<file path="config.mk">
export PLATFORM = sky130hd
export DESIGN_NAME = mem_arbiter
export DESIGN_NICKNAME = d
export VERILOG_FILES = /design/src/rtl/mem_arbiter_pkg.sv /design/src/rtl/mem_arb_prio.sv /design/src/rtl/mem_arbiter.sv
export SDC_FILE = /design/constraint.sdc
export NUM_CORES = 1
export LEC_CHECK = 0
export CAP_MARGIN = 5
export CORE_AREA = 4 4 103 105
export CTS_BUF_LIST = sky130_fd_sc_hd__clkbuf_8
export CTS_CLUSTER_DIAMETER = 60
export DETAILED_ROUTE_END_ITERATION = 10
export DIE_AREA = 0 0 107 109
export DONT_BUFFER_PORTS = 1
export GPL_TIMING_DRIVEN = 0
export SLEW_MARGIN = 40
export SYNTH_ARGS = -nofsm -noshare
export SYNTH_HDL_FRONTEND = slang
export SYNTH_SLANG_ARGS = --single-unit
</file>
<file path="constraint.sdc">
create_clock -name clk -period 4.1 [get_ports clk]
set_input_delay 0.82 -clock clk [delete_from_list [all_inputs] [get_ports clk]]
set_output_delay 0.82 -clock clk [all_outputs]
set_load 0.05 [all_outputs]
</file>
<file path="src/rtl/mem_arbiter_pkg.sv">
`default_nettype none
// ============================================================================
//  Module   : mem_arbiter_pkg
//  Brief    : Shared FSM state and owner encodings for the memory arbiter.
//  Revision : 1.0 - initial release
// ============================================================================
package mem_arbiter_pkg;

    localparam logic [1:0] ARB_IDLE    = 2'd0;
    localparam logic [1:0] ARB_WAIT_IF = 2'd1;
    localparam logic [1:0] ARB_WAIT_EX = 2'd2;

    localparam logic ARB_OWNER_IF = 1'b0;
    localparam logic ARB_OWNER_EX = 1'b1;

    // Width needed to hold a streak count of 0..max inclusive.
    function automatic int streak_width(input int max_streak);
        return (max_streak < 1) ? 1 : $clog2(max_streak + 1);
    endfunction

endpackage : mem_arbiter_pkg
`default_nettype wire

</file>
<file path="src/rtl/mem_arb_prio.sv">
`default_nettype none
// ============================================================================
//  Module   : mem_arb_prio
//  Brief    : Owner selection (data-side priority) and the EX streak counter
//             that forces a fetch grant after too many back-to-back EX grants.
//  Revision : 1.0 - initial release
// ============================================================================
module mem_arb_prio
    import mem_arbiter_pkg::*;
#(
    parameter int MAX_EX_STREAK = 4,
    parameter int STREAK_W      = streak_width(MAX_EX_STREAK)
) (
    input  logic clk,
    input  logic rst,
    input  logic i_arb_idle,
    input  logic i_if_req,
    input  logic i_ex_req,
    input  logic i_mem_gnt,
    output logic o_sel_if,
    output logic o_sel_ex
);

    localparam logic [STREAK_W-1:0] c_STREAK_MAX = STREAK_W'(MAX_EX_STREAK);

    logic [STREAK_W-1:0] r_streak;
    logic                w_if_forced;
    logic                w_ex_hs;
    logic                w_if_hs;

    assign w_if_forced = i_if_req && (r_streak == c_STREAK_MAX);

    // Selection is only meaningful while the port is free.
    always_comb begin
        o_sel_ex = 1'b0;
        o_sel_if = 1'b0;
        if (i_arb_idle) begin
            o_sel_ex = i_ex_req && !w_if_forced;
            o_sel_if = i_if_req && !o_sel_ex;
        end
    end

    assign w_ex_hs = o_sel_ex && i_mem_gnt;
    assign w_if_hs = o_sel_if && i_mem_gnt;

    always_ff @(posedge clk) begin
        if (rst) begin
            r_streak <= '0;
        end else if (w_ex_hs && i_if_req) begin
            if (r_streak != c_STREAK_MAX) begin
                r_streak <= r_streak + STREAK_W'(1);
            end
        end else if (w_ex_hs || w_if_hs) begin
            r_streak <= '0;
        end
    end

endmodule : mem_arb_prio
`default_nettype wire

</file>
<file path="src/rtl/mem_arbiter.sv">
`default_nettype none
// ============================================================================
//  Module   : mem_arbiter
//  Brief    : Single-outstanding arbiter for the shared memory port between
//             fetch (IF) and load/store (EX); drives the pipeline hold flag.
//             Optional stall counters enabled by MEM_ARB_PERF_CNT_EN.
//  Revision : 1.0 - initial release
// ============================================================================
module mem_arbiter
    import mem_arbiter_pkg::*;
#(
    parameter int ADDR_W        = 32,
    parameter int DATA_W        = 32,
    parameter int MAX_EX_STREAK = 4
) (
    input  logic              clk,
    input  logic              rst,

    input  logic              if_req_i,
    input  logic [ADDR_W-1:0] if_addr_i,
    output logic              if_gnt_o,
    output logic              if_rvalid_o,
    output logic [DATA_W-1:0] if_rdata_o,

    input  logic              ex_req_i,
    input  logic              ex_we_i,
    input  logic [ADDR_W-1:0] ex_addr_i,
    input  logic [DATA_W-1:0] ex_wdata_i,
    output logic              ex_gnt_o,
    output logic              ex_rvalid_o,
    output logic [DATA_W-1:0] ex_rdata_o,

    output logic              mem_req_o,
    output logic              mem_we_o,
    output logic [ADDR_W-1:0] mem_addr_o,
    output logic [DATA_W-1:0] mem_wdata_o,
    input  logic              mem_gnt_i,
    input  logic              mem_rvalid_i,
    input  logic [DATA_W-1:0] mem_rdata_i,

    output logic              hold_flag_o
`ifdef MEM_ARB_PERF_CNT_EN
    ,
    output logic [31:0]       if_stall_cnt_o,
    output logic [31:0]       ex_stall_cnt_o
`endif
);

    logic [1:0] r_state;
    logic [1:0] w_state_nxt;
    logic       w_idle;
    logic       w_sel_if;
    logic       w_sel_ex;
    logic       w_owner;
    logic       w_if_hs;
    logic       w_ex_hs;
    logic       w_rsp_if;
    logic       w_rsp_ex;

    assign w_idle = (r_state == ARB_IDLE);

    mem_arb_prio #(
        .MAX_EX_STREAK (MAX_EX_STREAK)
    ) u_prio (
        .clk        (clk),
        .rst        (rst),
        .i_arb_idle (w_idle),
        .i_if_req   (if_req_i),
        .i_ex_req   (ex_req_i),
        .i_mem_gnt  (mem_gnt_i),
        .o_sel_if   (w_sel_if),
        .o_sel_ex   (w_sel_ex)
    );

    assign w_owner = w_sel_ex ? ARB_OWNER_EX : ARB_OWNER_IF;
    assign w_if_hs = w_sel_if && mem_gnt_i;
    assign w_ex_hs = w_sel_ex && mem_gnt_i;

    // Request side: port follows the selected requester, zeros otherwise.
    always_comb begin
        mem_req_o   = w_sel_if || w_sel_ex;
        mem_we_o    = 1'b0;
        mem_addr_o  = '0;
        mem_wdata_o = '0;
        if (w_sel_if || w_sel_ex) begin
            if (w_owner == ARB_OWNER_EX) begin
                mem_we_o    = ex_we_i;
                mem_addr_o  = ex_addr_i;
                mem_wdata_o = ex_wdata_i;
            end else begin
                mem_addr_o  = if_addr_i;
            end
        end
    end

    assign if_gnt_o = w_if_hs;
    assign ex_gnt_o = w_ex_hs;

    // Response side: a response is routed only to the side that owns the
    // outstanding transaction; anything arriving in IDLE is dropped.
    assign w_rsp_if    = (r_state == ARB_WAIT_IF) && mem_rvalid_i;
    assign w_rsp_ex    = (r_state == ARB_WAIT_EX) && mem_rvalid_i;
    assign if_rvalid_o = w_rsp_if;
    assign ex_rvalid_o = w_rsp_ex;
    assign if_rdata_o  = w_rsp_if ? mem_rdata_i : '0;
    assign ex_rdata_o  = w_rsp_ex ? mem_rdata_i : '0;

    assign hold_flag_o = (ex_req_i && !w_ex_hs) ||
                         ((r_state == ARB_WAIT_EX) && !mem_rvalid_i);

    always_comb begin
        w_state_nxt = r_state;
        case (r_state)
            ARB_IDLE: begin
                if (w_ex_hs) begin
                    w_state_nxt = ARB_WAIT_EX;
                end else if (w_if_hs) begin
                    w_state_nxt = ARB_WAIT_IF;
                end
            end
            ARB_WAIT_IF,
            ARB_WAIT_EX: begin
                if (mem_rvalid_i) begin
                    w_state_nxt = ARB_IDLE;
                end
            end
            default: w_state_nxt = ARB_IDLE;
        endcase
    end

    always_ff @(posedge clk) begin
        if (rst) begin
            r_state <= ARB_IDLE;
        end else begin
            r_state <= w_state_nxt;
        end
    end

`ifdef MEM_ARB_PERF_CNT_EN
    logic [31:0] r_if_stall_cnt;
    logic [31:0] r_ex_stall_cnt;

    always_ff @(posedge clk) begin
        if (rst) begin
            r_if_stall_cnt <= '0;
            r_ex_stall_cnt <= '0;
        end else begin
            if (if_req_i && !w_if_hs) begin
                r_if_stall_cnt <= r_if_stall_cnt + 32'd1;
            end
            if (ex_req_i && !w_ex_hs) begin
                r_ex_stall_cnt <= r_ex_stall_cnt + 32'd1;
            end
        end
    end

    assign if_stall_cnt_o = r_if_stall_cnt;
    assign ex_stall_cnt_o = r_ex_stall_cnt;
`endif

endmodule : mem_arbiter
`default_nettype wire

</file>
# Yosys cells after proc, flatten, opt, wreduce, memory -nomap -nowiden
# Index checks and enable logic that the tools add are counted.
# op_classes
n_eq_ne,7
addsub,1
n_mux,18
reduce_logical,22
# op_table
cell,n
two-way mux 32 bit,6
logical AND 1 bit,10
two-way mux 3 bit,3
two-way mux 2 bit,3
inequality test 3 bit (second input constant),2
two-way mux 1 bit,5
zero test 1 bit,4
inequality test 2 bit (second input constant),2
case mux 2 bit (2 select lines),1
AND reduction 2 bit,2
adder 3 x 1 -> 3 bit (second input constant),1
== test 3 bit (second input constant),1
logical OR 1 bit,3
== test 2 x 1 -> 1 bit (second input constant),1
== test 2 bit (second input constant),1
zero test 2 bit,1
nonzero test 2 bit,1
OR reduction 2 bit,1
# word_totals
inputBits,135
ff_bits,5
output_inout_bits,135

# Logic depth before layout (Yosys ltp)
# Gate-level depths: netlist (run 1).
# depth
word_depth,11
ltp_mapped,7
depth_no_buf,5

# Modules after synthesis
# Synthesis (run 1) repeated with hierarchy kept, for this count alone.
# unflattened
cells_unflattened,204
area_unflattened_um2,1373.8
# modules_own_cells
mod,seq_area_each_um2,area_each_um2,cells_each,instances
mem_arbiter,40.0,1172.4,179,1
mem_arb_prio,60.1,201.4,25,1

# Least setup slack after synthesis (run 1)
# OpenSTA, ideal clock, no wires.
# synth_path
kind,input -> output
from,input port mem_rvalid_i
to,output port hold_flag_o
t_arrival_ps,2248
n_path_buf,2
required_time_ps,3280
cell_stages,3
setup_slack_ps,1032
cell_sequence,clkbuf_1 > clkbuf_1 > o21ai_0
# synth_between
elab_chain_len,3
# synth_lines
element,line_no,rtl
start: declaration,mem_arbiter.sv:38,"input logic mem_rvalid_i,"
zero test 1 bit,mem_arbiter.sv:109,((r_state == ARB_WAIT_EX) && !mem_rvalid_i);
logical AND 1 bit,mem_arbiter.sv:109,
logical OR 1 bit,mem_arbiter.sv:108,assign hold_flag_o = (ex_req_i && !w_ex_hs) ||
end: declaration,mem_arbiter.sv:41,output logic hold_flag_o
# Every way passes these cells.

# Worst setup path after layout (run 1)
# layout_path
from,register r_state[1]
to,output port mem_addr_o[23]
# layout_between
elab_chain_len,5
# layout_lines
element,line_no,rtl
start: declaration,mem_arbiter.sv:49,logic [1:0] r_state;
start signal: assignment,mem_arbiter.sv:135,r_state <= w_state_nxt;
zero test 2 bit (*),mem_arbiter.sv:60,assign w_idle = (r_state == ARB_IDLE);
two-way mux 1 bit,mem_arb_prio.sv:37,if (i_arb_idle) begin
two-way mux 1 bit,mem_arbiter.sv:75,assign w_owner = w_sel_ex ? ARB_OWNER_EX : ARB_OWNER_IF;
two-way mux 32 bit,mem_arbiter.sv:86,if (w_owner == ARB_OWNER_EX) begin
two-way mux 32 bit (*),mem_arbiter.sv:85,if (w_sel_if || w_sel_ex) begin
end: declaration,mem_arbiter.sv:35,"output logic [ADDR_W-1:0] mem_addr_o,"
# Mark *: on every way between the ends. The rest lies on a longest branch, timed or not.

==> impl_metrics.py, run 1 <==
metrics = {
    "clock_tree": {
        "postCtsSetupRepairBufs": 0,
        "cts_tree": "built",
        "cts_hold_buf": 0,
        "cts.sinks": 5,
        "htreeDepth": 1,
        "cts.repair.resized": 0,
        "cts_buffer_depth": 2,
        "clk_pin_slew_ns": 0.03,
        "cts-root-buf": "clkbuf_8",
        "clock_latency_ns": 0.22,
        "cts_buffers": 3,
    },
    "yosys": {
        "syn-num-nets": 344,
        "ys.flop_type": "dfxtp_1",
        "synth-xor-area-share": 0,
        "synthMuxAreaShare": 0,
        "syn_area_um2": 1400,
        "syn_area_per_cell_um2": 6.87,
        "synth_warnings": 0,
        "synth_edf_count": 0,
        "synth_top_family_by_area": "simple AND/OR/NAND/NOR gates",
        "synth_seq_area_share": 0.0714,
        "async_reset_ff_frac": 0,
        "syn_inst": 204,
        "synth-seq-cells": 5,
        "synth-compound-area-share": 0.260,
        "synthAdderAreaFrac": 0.0446,
        "yosys.area_share.simple": 0.528,
        "ys_types": 26,
    },
    "global_route": {
        "grt_pass1_wl_um": 10500,
        "grt_pass1_vias": 1735,
        "grt_antenna_before_repair": 0,
        "grt_overflow": 0,
        "grt_max_degree": 11,
        "grtUsageTotal": 0.119,
    },
    "route": {
        "drc": 0,
        "wl_per_cell_um": 24.1,
        "ant_nets": 0,
        "vias_per_cell": 4.95,
        "dr.first_iter.drc_count": 139,
        "drt_pass1_iterations": 4,
        "wl_um": 8230,
        "vias": 1688,
    },
    "min_path": {
        "hold_class": "flip-flop to flip-flop",
    },
    "timing": {
        "slew_headroom": 0.604,
        "timing.fmax_mhz": 315,
        "grt_setup_unrepaired": "no",
        "slew_violations": 0,
        "period_share": 0.775,
        "hold_viol_final": 0,
        "skew_ns": 0.000417,
        "fin_ws_ns": 0.921,
        "post-route-min-period_ns": 3.18,
        "tightest_slew_ns": 0.592,
        "setup-violations-final": 0,
        "finalSetupTns_ns": 0,
    },
    "flow_run": {
        "drv_cap": 0,
    },
    "critical_path": {
        "timing.critical_path.buf_inv": 2,
        "crit_arrival_ns": 2.36,
        "critPathLaunchType": "flip-flop",
        "critPathMaxFanout": 10,
        "critPathRequiredTime_ns": 3.28,
        "crit_slowest_cell": "a22o_1",
        "crit_type": "flip-flop to output pin",
        "cp_top_family": "simple AND/OR/NAND/NOR gates",
        "path_cells": "inv_1 > ha_1 > nand2_1 > nor2_1 > buf_2 > a22o_1",
        "crit_path_end_kind": "output pin",
        "critPathMaxStageDelay_ns": 0.53,
    },
    "power_and_ir_drop": {
        "leakage_uw": 0.000838,
        "ir_drop_mv": 0.0912,
        "power_uw": 608,
        "power.density_nw_per_um2": 373,
    },
    "placed_design": {
        "dp_hpwl_um": 7200,
        "port_buffers": 0,
        "dp_slack_ns": 1.02,
        "gp_congestion": 0.725,
    },
    "finish": {
        "diodes": 0,
        "final_net_count": 349,
        "mostFrequentLayoutCell": "and3_1",
        "area_delta_synth_final_pct": 16.3,
        "drive_gt1_frac": 0.0721,
        "mostFrequentLayoutCells": "67 x and3_1, 36 x and2_1, 32 x a22o_1",
    },
    "floorplan": {
        "die-area_um2": 11700,
        "dieWidth_um": 107,
        "start_util": 0.145,
        "die_h_um": 109,
        "core_area_um2": 9640,
        "num_io_pins": 270,
        "rows": 36,
    },
    "run_status": {
        "outcome": "finished, final reports clean",
    },
}
cells in the mapped netlist (all sizes together) (2+ instances only):
cell    count  area (µm²)
a21oi       3        15.0
a22o       32         280
and2       36         225
and3       68         430
buf         6        48.8
clkbuf     17        63.8
dfxtp       5         100
ha          5        62.6
inv         6        22.5
nand2       4        15.0
nand3       3        15.0
nor2        3        11.3
o211ai      2        15.0
o21ai       4        20.0
per-layer routing:
layer | routed length, µm | global-route usage | up-vias
met4 | 10 | 0.0137 | 0
li1 | - | - | 758
met1 | 2990 | 0.131 | 775
met2 | 4470 | 0.238 | 153
met3 | 761 | 0.0272 | 2
met5 | 0 | 0 | -
power by group:
group	internal [µW]	switching, µW	total [µW]	leakage, µW
sequential	51.2	1.80	53.0	0.0000406
combinational	73.8	395	469	0.000770
clock	64.0	22.4	86.5	0.0000269
total	189	419	608	0.000838
path summary, 6_finish.rpt:
path	start	to	slack [ns]	cells after the start
setup / recovery	r_state[1]	mem_addr_o[23]	0.92	6
hold / removal	u_prio.r_streak[0]	u_prio.r_streak[0]	0.48	2
hold reg to reg	u_prio.r_streak[0]	u_prio.r_streak[0]	0.48	2
setup reg to reg	r_state[1]	r_state[0]	2.70	5
tightest hold or removal path, stage by stage (launching register included):
cell	delay, ns
dfxtp_1	0.32
nand2_1	0.06
a21oi_1	0.05
kinds of logic after synthesis:
group	Yosys count
AO/OA/AOI/OAI	45
flip-flops	5
buffers and inverters	29
adder cells (fa/ha/maj)	5
AND/OR/NAND/NOR	120
sequential cells by signal, indices dropped and copies added, names as in the netlist:
name             cells
u_prio.r_streak      3
r_state              2
cell type report:
class	count	area (µm²)
clock inverters	1	3.75
clock buffers	3	41.3
inverters	6	22.5
flip-flops and latches	5	100
well taps	133	166
plain buffers	23	113
fillers	1105	8010
multi-input cells	170	1180
metrics by stage:
stage / hold WS (ns) / instances / util / cell area [µm²]
floorplan: 0.443 / 204 / - / 1400
global placement: 0.458 / 337 / 0.163 / 1570
detailed placement: 0.470 / 337 / 0.164 / 1580
CTS: 0.475 / 341 / 0.168 / 1620
global route: 0.507 / 341 / 0.169 / 1630
finish: 0.477 / 341 / 0.169 / 1630
Power figures use the tool's default switching activity.
==> run 2: changes to the inputs <==
- clock period: 4.1 -> 3.2 ns (I/O delays scaled with it)
==> results of run 2 <==
Same layout as run 1 (identical final DEF). Status: finished, final reports clean.
Among the figures that moved: setup slack after placement 1.02 ns -> 0.433 ns; setup slack after layout 0.921 ns -> 0.201 ns; register-to-register setup slack 2.70 ns -> 1.80 ns; total power 608 µW -> 779 µW; worst IR drop on VDD 0.0912 mV -> 0.117 mV
==> run 3: changes to the inputs <==
- SLEW_MARGIN: 40 -> 25
- clock period: 3.2 -> 3.85 ns (I/O delays scaled with it)
==> run 3 against run 2 <==
Global-route usage is 0.062 points lower. Clock power is 17% lower. Via count is 1.1% higher. Worst setup slack better by 0.57 ns. Wire length is 0.46% higher. Clock skew hardly changed. Sequential share of layout area hardly changed. Critical path depth stayed put. Critical endpoint is now mem_addr_o[29]. Register-to-register slack better by 0.65 ns. Largest power group unchanged. Worst hold slack better by 0.0022 ns.
==> impl_metrics.py, run 3 (synthesized netlist as in run 1, its figures left out) <==
metrics = {
    "clock_tree": {
        "postCtsSetupRepairBufs": 0,
        "cts.sinks": 5,
        "clk_pin_slew_ns": 0.03,
        "htreeDepth": 1,
        "cts-root-buf": "clkbuf_8",
        "cts_hold_buf": 0,
        "cts.repair.resized": 0,
        "cts_buffers": 3,
        "clock_latency_ns": 0.22,
        "cts_buffer_depth": 2,
        "cts_tree": "built",
    },
    "route": {
        "dr.first_iter.drc_count": 173,
        "wl_per_cell_um": 24.3,
        "vias_per_cell": 5.01,
        "drc": 0,
        "ant_nets": 0,
        "wl_um": 8270,
        "vias": 1707,
        "drt_pass1_iterations": 4,
    },
    "finish": {
        "largest_register_ffs": 3,
        "final_net_count": 349,
        "stdcell_count": 341,
        "mostFrequentLayoutCell": "and3_1",
        "top_register": "u_prio.r_streak",
        "diodes": 0,
        "fill_cells": 1101,
        "drive_gt1_frac": 0.0625,
        "area_delta_synth_final_pct": 15.4,
        "largestRegisters": "u_prio.r_streak: 3 flops, r_state: 2 flops",
        "fin_util": 0.168,
        "mostFrequentLayoutCells": "67 x and3_1, 36 x and2_1, 32 x a22o_1",
    },
    "timing": {
        "finalSetupTns_ns": 0,
        "tightest_slew_ns": 0.990,
        "post-route-min-period_ns": 3.08,
        "hold_viol_final": 0,
        "setup-violations-final": 0,
        "fin_ws_ns": 0.773,
        "slew_violations": 0,
        "timing.fmax_mhz": 325,
        "grt_setup_unrepaired": "no",
        "period_share": 0.799,
        "skew_ns": 0.000167,
        "slew_headroom": 0.339,
    },
    "floorplan": {
        "dieWidth_um": 107,
        "die_h_um": 109,
        "rows": 36,
        "num_io_pins": 270,
        "die-area_um2": 11700,
        "core_area_um2": 9640,
        "start_util": 0.145,
    },
    "critical_path": {
        "crit_arrival_ns": 2.31,
        "r2r_slack_ns": 2.45,
        "critPathRequiredTime_ns": 3.08,
        "crit_path_end_kind": "output pin",
        "r2r_start": "r_state[1]",
        "r2r_end": "r_state[0]",
        "critPathMaxFanout": 10,
        "critPathLaunchType": "flip-flop",
        "crit_type": "flip-flop to output pin",
        "ff2ff_path_depth": 5,
    },
    "flow_run": {
        "drv_cap": 0,
    },
    "placed_design": {
        "dp_slack_ns": 0.860,
        "place_inst": 337,
        "gp_congestion": 0.725,
        "port_buffers": 0,
        "dp_hpwl_um": 7210,
    },
    "global_route": {
        "grt_pass1_wl_um": 10400,
        "grt_overflow": 0,
        "grt_antenna_before_repair": 0,
        "grt_pass1_vias": 1732,
        "grt_max_degree": 11,
        "grtUsageTotal": 0.119,
    },
    "min_path": {
        "hold_class": "flip-flop to flip-flop",
        "min_path_cells": 2,
        "min-delay-start": "u_prio.r_streak[0]",
        "hold_end": "u_prio.r_streak[0]",
    },
    "power_and_ir_drop": {
        "leakage_uw": 0.000831,
        "power.density_nw_per_um2": 398,
        "ir_drop_mv": 0.109,
    },
    "run_status": {
        "outcome": "finished, final reports clean",
    },
}
## run 3: where the power goes
part	internal [µW]	switching, µW
registers	54.5	1.90
clock network	68.2	23.9
logic	77.5	418
## run 3: cell type report
type	instances	area, µm²	share of cell area
multi-input combinational	170	1170	0.724
tap	133	166	0.103
buffer	23	113	0.0696
sequential	5	100	0.0619
clock buffer	3	41.3	0.0255
inverter	6	22.5	0.0139
clock inverter	1	3.75	0.00232
## run 3: how the worst max path moves through the flow
stage                             from        endpoint  slack, ns  cells past startpoint
after floorplan           mem_rvalid_i     hold_flag_o       0.88                      3
after global placement    mem_rvalid_i     hold_flag_o       0.68                      3
after detailed placement      ex_req_i  mem_addr_o[28]       0.86                      4
after CTS                   r_state[1]  mem_addr_o[28]       0.72                      6
after global routing        r_state[1]  mem_addr_o[28]       0.57                      6
final                       r_state[1]  mem_addr_o[29]       0.77                      6
## run 3: layer usage
metal	GRT usage	routed length (µm)	share of wire
met1	0.130	3020	0.37
met4	0.0219	70	0.0085
met5	0	0	0
met2	0.235	4430	0.54
met3	0.0255	752	0.091
## run 3: critical path, stage by stage, from the launching register on
cell	delay (ns)
dfxtp_1	0.32
inv_1	0.09
ha_1	0.29
nand2_1	0.14
nor2_1	0.39
buf_2	0.33
a22o_1	0.53
## run 3: through the flow
stage | total power [µW] | hold slack, ns | area, µm²
after floorplan | 501 | 0.443 | 1400
after global placement | 552 | 0.458 | 1570
after detailed placement | 556 | 0.470 | 1570
after CTS | 651 | 0.475 | 1620
after global routing | 675 | 0.507 | 1620
final | 644 | 0.479 | 1620
